### config.mk
export PLATFORM = sky130hd
export DESIGN_NAME = systolic_sequencer
export DESIGN_NICKNAME = d
export VERILOG_FILES = /design/src/rtl/systolic_pkg.sv /design/src/rtl/skew_line.sv /design/src/rtl/systolic_sequencer.sv
export SDC_FILE = /design/constraint.sdc
export NUM_CORES = 1
export LEC_CHECK = 0
export ABC_AREA = 1
export CORE_UTILIZATION = 35
export CTS_BUF_LIST = sky130_fd_sc_hd__clkbuf_8
export DETAILED_ROUTE_END_ITERATION = 10
export MAX_ROUTING_LAYER = met4
export PLACE_DENSITY = 0.62
export SLEW_MARGIN = 20
export SYNTH_ARGS = -nofsm -noshare
export SYNTH_HDL_FRONTEND = slang
export SYNTH_SLANG_ARGS = --single-unit
### constraint.sdc
create_clock -name clk -period 16.8 [get_ports clk]
set_clock_uncertainty 0.05 [all_clocks]
set_input_delay 3.36 -clock clk [delete_from_list [all_inputs] [get_ports clk]]
set_output_delay 3.36 -clock clk [all_outputs]
set_load 0.005 [all_outputs]
### src/rtl/systolic_pkg.sv
// Shared constants and FSM state encoding for the systolic array sequencer.
package systolic_pkg;

    localparam int unsigned DefSize    = 8;
    localparam int unsigned DefWidth   = 4;
    localparam int unsigned DefLatency = 9;

    localparam int unsigned InLaneW  = DefWidth;
    localparam int unsigned ResLaneW = DefWidth * DefWidth;

    typedef logic [2:0] state_t;

    localparam state_t StIdle   = 3'd0;
    localparam state_t StClear  = 3'd1;
    localparam state_t StLoadW  = 3'd2;
    localparam state_t StStream = 3'd3;
    localparam state_t StFlush  = 3'd4;
    localparam state_t StDrain  = 3'd5;

endpackage

### src/rtl/skew_line.sv
// Per-lane delay triangle: lane i delayed i cycles, or LANES-1-i when REVERSE is set.
module skew_line #(
    parameter int unsigned LANES   = 8,
    parameter int unsigned LANE_W  = 4,
    parameter bit          REVERSE = 1'b0
) (
    input  logic                    clk,
    input  logic                    reset_n,
    input  logic [LANES*LANE_W-1:0] din,
    output logic [LANES*LANE_W-1:0] dout
);

    for (genvar i = 0; i < LANES; i++) begin : g_lane
        localparam int Depth = REVERSE ? int'(LANES) - 1 - i : i;

        if (Depth == 0) begin : g_wire
            assign dout[i*LANE_W +: LANE_W] = din[i*LANE_W +: LANE_W];
        end else begin : g_delay
            logic [LANE_W-1:0] stage_q [Depth];

            always_ff @(posedge clk or negedge reset_n) begin
                if (!reset_n) begin
                    for (int k = 0; k < Depth; k++) stage_q[k] <= '0;
                end else begin
                    stage_q[0] <= din[i*LANE_W +: LANE_W];
                    for (int k = 1; k < Depth; k++) stage_q[k] <= stage_q[k-1];
                end
            end

            assign dout[i*LANE_W +: LANE_W] = stage_q[Depth-1];
        end
    end

endmodule

### src/rtl/systolic_sequencer.sv
// Sequences a weight-stationary systolic array: clear, load weight rows, stream skewed
// activations, capture de-skewed results into a buffer and return them over valid/ready.
module systolic_sequencer
    import systolic_pkg::*;
#(
    parameter int unsigned SIZE    = DefSize,
    parameter int unsigned WIDTH   = DefWidth,
    parameter int unsigned LATENCY = DefLatency
) (
    input  logic                        clk,
    input  logic                        reset_n,
    input  logic                        start,
    output logic                        busy,
    input  logic                        in_valid,
    output logic                        in_ready,
    input  logic [SIZE*WIDTH-1:0]       in_data,
    output logic                        res_valid,
    input  logic                        res_ready,
    output logic [SIZE*WIDTH*WIDTH-1:0] res_data,
    output logic                        res_last,
    output logic                        sa_reset,
    output logic                        sa_load,
    output logic [SIZE*WIDTH-1:0]       sa_weights,
    output logic [SIZE*WIDTH-1:0]       sa_activations,
    input  logic [SIZE*WIDTH*WIDTH-1:0] sa_output
);

    localparam int unsigned InW    = SIZE * WIDTH;
    localparam int unsigned ResW   = SIZE * WIDTH * WIDTH;
    localparam int unsigned CntW   = $clog2(SIZE + 1);
    localparam int unsigned IdxW   = (SIZE > 1) ? $clog2(SIZE) : 1;
    localparam int unsigned TagLen = LATENCY + SIZE;

    localparam logic [CntW-1:0] SizeC = CntW'(SIZE);
    localparam logic [CntW-1:0] LastC = CntW'(SIZE - 1);

    state_t            state_q, state_d;
    logic [CntW-1:0]   in_cnt_q, in_cnt_d;
    logic [CntW-1:0]   wr_cnt_q, wr_cnt_d;
    logic [CntW-1:0]   rd_cnt_q, rd_cnt_d;
    logic [TagLen-1:0] tag_q;
    logic              sa_reset_q, sa_load_q;
    logic [InW-1:0]    sa_weights_q, sa_act_q;
    logic [ResW-1:0]   res_buf_q [SIZE];

    logic           in_hs, res_hs, tag_in, capture;
    logic [InW-1:0] entered, skewed;
    logic [ResW-1:0] aligned;

    assign busy      = (state_q != StIdle);
    assign in_ready  = (state_q == StLoadW) || ((state_q == StStream) && (in_cnt_q < SizeC));
    assign res_valid = (state_q == StDrain);
    assign res_last  = res_valid && (rd_cnt_q == LastC);
    assign res_data  = res_valid ? res_buf_q[rd_cnt_q[IdxW-1:0]] : '0;

    assign sa_reset       = sa_reset_q;
    assign sa_load        = sa_load_q;
    assign sa_weights     = sa_weights_q;
    assign sa_activations = sa_act_q;

    assign in_hs   = in_valid && in_ready;
    assign res_hs  = res_valid && res_ready;
    assign tag_in  = (state_q == StStream) && in_hs;
    // Unaccepted cycles still push an all-zero bubble so lane timing stays fixed.
    assign entered = tag_in ? in_data : '0;
    assign capture = tag_q[TagLen-1] && (wr_cnt_q < SizeC);

    skew_line #(
        .LANES   (SIZE),
        .LANE_W  (WIDTH),
        .REVERSE (1'b0)
    ) u_in_skew (
        .clk     (clk),
        .reset_n (reset_n),
        .din     (entered),
        .dout    (skewed)
    );

    skew_line #(
        .LANES   (SIZE),
        .LANE_W  (WIDTH * WIDTH),
        .REVERSE (1'b1)
    ) u_out_deskew (
        .clk     (clk),
        .reset_n (reset_n),
        .din     (sa_output),
        .dout    (aligned)
    );

    always_comb begin
        state_d  = state_q;
        in_cnt_d = in_cnt_q;
        wr_cnt_d = capture ? wr_cnt_q + 1'b1 : wr_cnt_q;
        rd_cnt_d = rd_cnt_q;
        case (state_q)
            StIdle: begin
                if (start) begin
                    state_d  = StClear;
                    in_cnt_d = '0;
                    wr_cnt_d = '0;
                    rd_cnt_d = '0;
                end
            end
            StClear: state_d = StLoadW;
            StLoadW: begin
                if (in_hs) begin
                    if (in_cnt_q == LastC) begin
                        in_cnt_d = '0;
                        state_d  = StStream;
                    end else begin
                        in_cnt_d = in_cnt_q + 1'b1;
                    end
                end
            end
            StStream: begin
                if (in_hs) begin
                    in_cnt_d = in_cnt_q + 1'b1;
                    if (in_cnt_q == LastC) state_d = StFlush;
                end
            end
            StFlush: begin
                if (capture && (wr_cnt_q == LastC)) state_d = StDrain;
            end
            StDrain: begin
                if (res_hs) begin
                    if (rd_cnt_q < SizeC) rd_cnt_d = rd_cnt_q + 1'b1;
                    if (rd_cnt_q == LastC) state_d = StIdle;
                end
            end
            default: state_d = StIdle;
        endcase
    end

    always_ff @(posedge clk or negedge reset_n) begin
        if (!reset_n) begin
            state_q      <= StIdle;
            in_cnt_q     <= '0;
            wr_cnt_q     <= '0;
            rd_cnt_q     <= '0;
            tag_q        <= '0;
            sa_reset_q   <= 1'b0;
            sa_load_q    <= 1'b0;
            sa_weights_q <= '0;
            sa_act_q     <= '0;
        end else begin
            state_q    <= state_d;
            in_cnt_q   <= in_cnt_d;
            wr_cnt_q   <= wr_cnt_d;
            rd_cnt_q   <= rd_cnt_d;
            tag_q      <= {tag_q[TagLen-2:0], tag_in};
            sa_reset_q <= (state_q == StIdle) && start;
            sa_load_q  <= (state_q == StLoadW) && in_hs;
            if ((state_q == StLoadW) && in_hs) sa_weights_q <= in_data;
            sa_act_q   <= skewed;
        end
    end

    // Buffer contents are don't-care after reset; res_data is gated by res_valid.
    always_ff @(posedge clk) begin
        if (capture) res_buf_q[wr_cnt_q[IdxW-1:0]] <= aligned;
    end

endmodule

==> metrics <==
FF-to-FF setup slack 13.27 ns; Max Buffers Root-to-Sink 4; critical hold path startpoint u_out_deskew.g_lane[5].g_delay.stage_q[30]$_DFF_PN0_; total track usage 15.8%; # rows 148; Synth cell types 27; Starting Density 35.4%; Synth async-reset ratio 39.1%; CTS root buffer clkbuf_8; initial antenna violation count 11; VDD IR max 0.000113 V; worst slack, placed 8.77 ns; Worst Reg-to-Reg Cells 6; highest clock rate 111 MHz; # IOs 363; Die ar. 0.167 mm²; Setup crit start kind flip-flop; Final ANT Viol Nets 0; GP Congestion 0.740; cts hold-fix bufs 0; final hold viol count 0; Reg-to-Reg Start wr_cnt_q[3]$_DFF_PN0_; vias in the first global route 33,341; CTS Sinks 1,682; total grt overflow 0; Leakage 26.0 nW; CP Data Required Time 13.39 ns; vias 32,687; WHS Path Cells 0; share of cells above drive strength 1 9.28%; critical path type flip-flop to output pin; Die Ht 408 µm; Worst Setup End Kind output pin; Hold EP u_out_deskew.dout[94]$_DFF_PN0_; Clock transition at path regs 0.06 ns; I/O Buffers 362; CTS tree yes; Max-cap violations 0; global-route wire length before repair 197,000 µm; Min-Delay Path Class flip-flop to flip-flop; Arr. time, crit path 5.61 ns; unrepaired setup endpoints after global routing false; Syn Inst Count 4,088; H-tree levels 5; largest net degree at the start of global routing 210; TritonRoute pass-1 iters 5; post-route DRC violation count 0; Routed wire per std cell 18.4 µm; Slew Limit Fails 0; area delta synth->final 19.4%; cell area after placement 0.0635 mm²; Setup Buffers After CTS 0; CTS buffer count 293; setup_tns 0 ns; core area 0.163 mm²; Post-synth EDFFs 1,024; mapped cell area 0.0578 mm²; Crit Path Max Fanout 96; clock latency on the worst-skew pair 1.00 ns; commonest non-fill, non-tap cell in the layout nor2_1; slew margin rel. 28.7%; syn_nets 4,256; CTS resizes 0; commonest non-fill, non-tap cells in the layout nor2_1, edfxtp_1, o21ai_0, dfrtp_1, clkdlybuf4s50_1; crit share post-route 53.7%; via-per-instance ratio 4.69; Post-DP HPWL 65,100 µm; post-synthesis sequential area ratio 81.7%; # nets final 4,739; register bit total from synthesis 1,682; number of DRC markers in iteration 0 2,470; fin area 0.0690 mm²; Syn Area/Cell 14.1 µm²; Final WS setup 7.78 ns; final setup fails 0; status completed; chip width 408 µm; ys flop type edfxtp_1; min Tclk post-route 9.02 ns; Power Density 139 mW/mm²; WL final 128,000 µm; Worst-Margin Slew 1.07 ns; Crit Reg-Reg Endpoint res_buf_q[2][96]$_DFFE_PP_; synth warn 0
-- area by class of cell --
| type | count | area (µm²) |
|---|---|---|
| repair buffers | 411 | 4090 |
| diodes | 10 | 25.0 |
| flip-flops and latches | 1682 | 47200 |
| fillers | 14842 | 94300 |
| multi-input cells | 2131 | 9320 |
| well taps | 2175 | 2720 |
| clock inverters | 175 | 865 |
| inverters | 52 | 213 |
| clock buffers | 332 | 4570 |
-- Yosys cell counts (2+ instances only) --
| cell type | number | area [µm²] |
|---|---|---|
| inv_1 | 47 | 176 |
| nor2_1 | 1080 | 4050 |
| xor2_1 | 2 | 17.5 |
| nor2_2 | 2 | 12.5 |
| buf_4 | 21 | 158 |
| a21oi_1 | 5 | 25.0 |
| edfxtp_1 | 1024 | 30700 |
| clkbuf_1 | 121 | 454 |
| o21ai_0 | 736 | 3680 |
| nand3_1 | 13 | 65.1 |
| inv_2 | 5 | 18.8 |
| buf_6 | 23 | 259 |
| or2_2 | 2 | 12.5 |
| o21ai_1 | 198 | 991 |
| buf_1 | 27 | 101 |
| ha_1 | 3 | 37.5 |
| nor3_1 | 2 | 10.0 |
| buf_8 | 2 | 30.0 |
| nand2_1 | 82 | 308 |
| buf_2 | 29 | 145 |
| dfrtp_1 | 658 | 16500 |
-- per-layer routing --
layer	up-vias	share of wire (%)	global-route usage (%)
li1	15219	-	-
met1	16308	43	19.9
met2	914	48	24.4
met3	246	6.7	4.53
met4	0	2.4	5.49
met5	-	0	-
-- cells by family after synthesis --
logic type                 count (synthesis)  synth area share (%)
and+or+nand+nor                         1184                  7.76
xor gates and xnor gates                   3                0.0455
AOI/OAI and AO/OA                        941                  8.15
adders and majority gates                  3                0.0649
DFF                                     1682                  81.7
buffers and inverters                    275                  2.32
-- report_power, final --
part / switching, W / leakage, nW / internal, W
sequential: 0.000126 / 17.3 / 0.00469
clock: 0.00156 / 3.20 / 0.00188
combinational: 0.000893 / 5.49 / 0.000449
-- how the worst max path moves through the flow --
stage / startpoint / to / slack, ns / cells after the start
3_5_place_dp: rd_cnt_q[1]$_DFFE_PN0P_ / res_data[87] / 8.77 / 8
2_1_floorplan: wr_cnt_q[3]$_DFF_PN0_ / res_buf_q[0][0]$_DFFE_PP_ / 9.97 / 4
3_3_place_gp: rd_cnt_q[1]$_DFFE_PN0P_ / res_data[87] / 8.78 / 8
6_report: rd_cnt_q[1]$_DFFE_PN0P_ / res_data[85] / 7.78 / 8
4_1_cts: rd_cnt_q[1]$_DFFE_PN0P_ / res_data[87] / 7.63 / 8
5_1_grt: rd_cnt_q[1]$_DFFE_PN0P_ / res_data[77] / 7.32 / 8
-- worst max-delay path: stages (launching register included) --
cell             delay [ns]
dfrtp_4                0.94
buf_4                  0.61
buf_4                  0.74
buf_4                  0.85
o21ai_0                0.21
o21ai_1                0.16
o21ai_0                0.08
nor2_1                 0.24
clkdlybuf4s50_1        0.55
-- sequential cells by signal, summed over array words and instances, names as in the netlist, 3 cells and up --
register                             cells
tag_q                                   17
state_q                                  3
res_buf_q                             1024
u_out_deskew.g_lane.g_delay.stage_q    352
wr_cnt_q                                 4
sa_weights                              32
in_cnt_q                                 4
u_in_skew.g_lane.g_delay.stage_q        88
u_out_deskew.dout                       96
u_in_skew.dout                          24
rd_cnt_q                                 4
sa_activations                          32
-- per-stage QoR --
step	power (W)	instances	utilization, %	hold WS, ns
final	0.00960	6968	42.3	0.256
after global routing	0.0101	6965	42.3	0.266
after CTS	0.00974	6956	42.2	0.254
after detailed placement	0.00625	6449	38.9	0.285
after global placement	0.00622	6449	38.9	0.281
after floorplan	0.00578	4088	-	0.281
(Power assumes the default switching activity.)
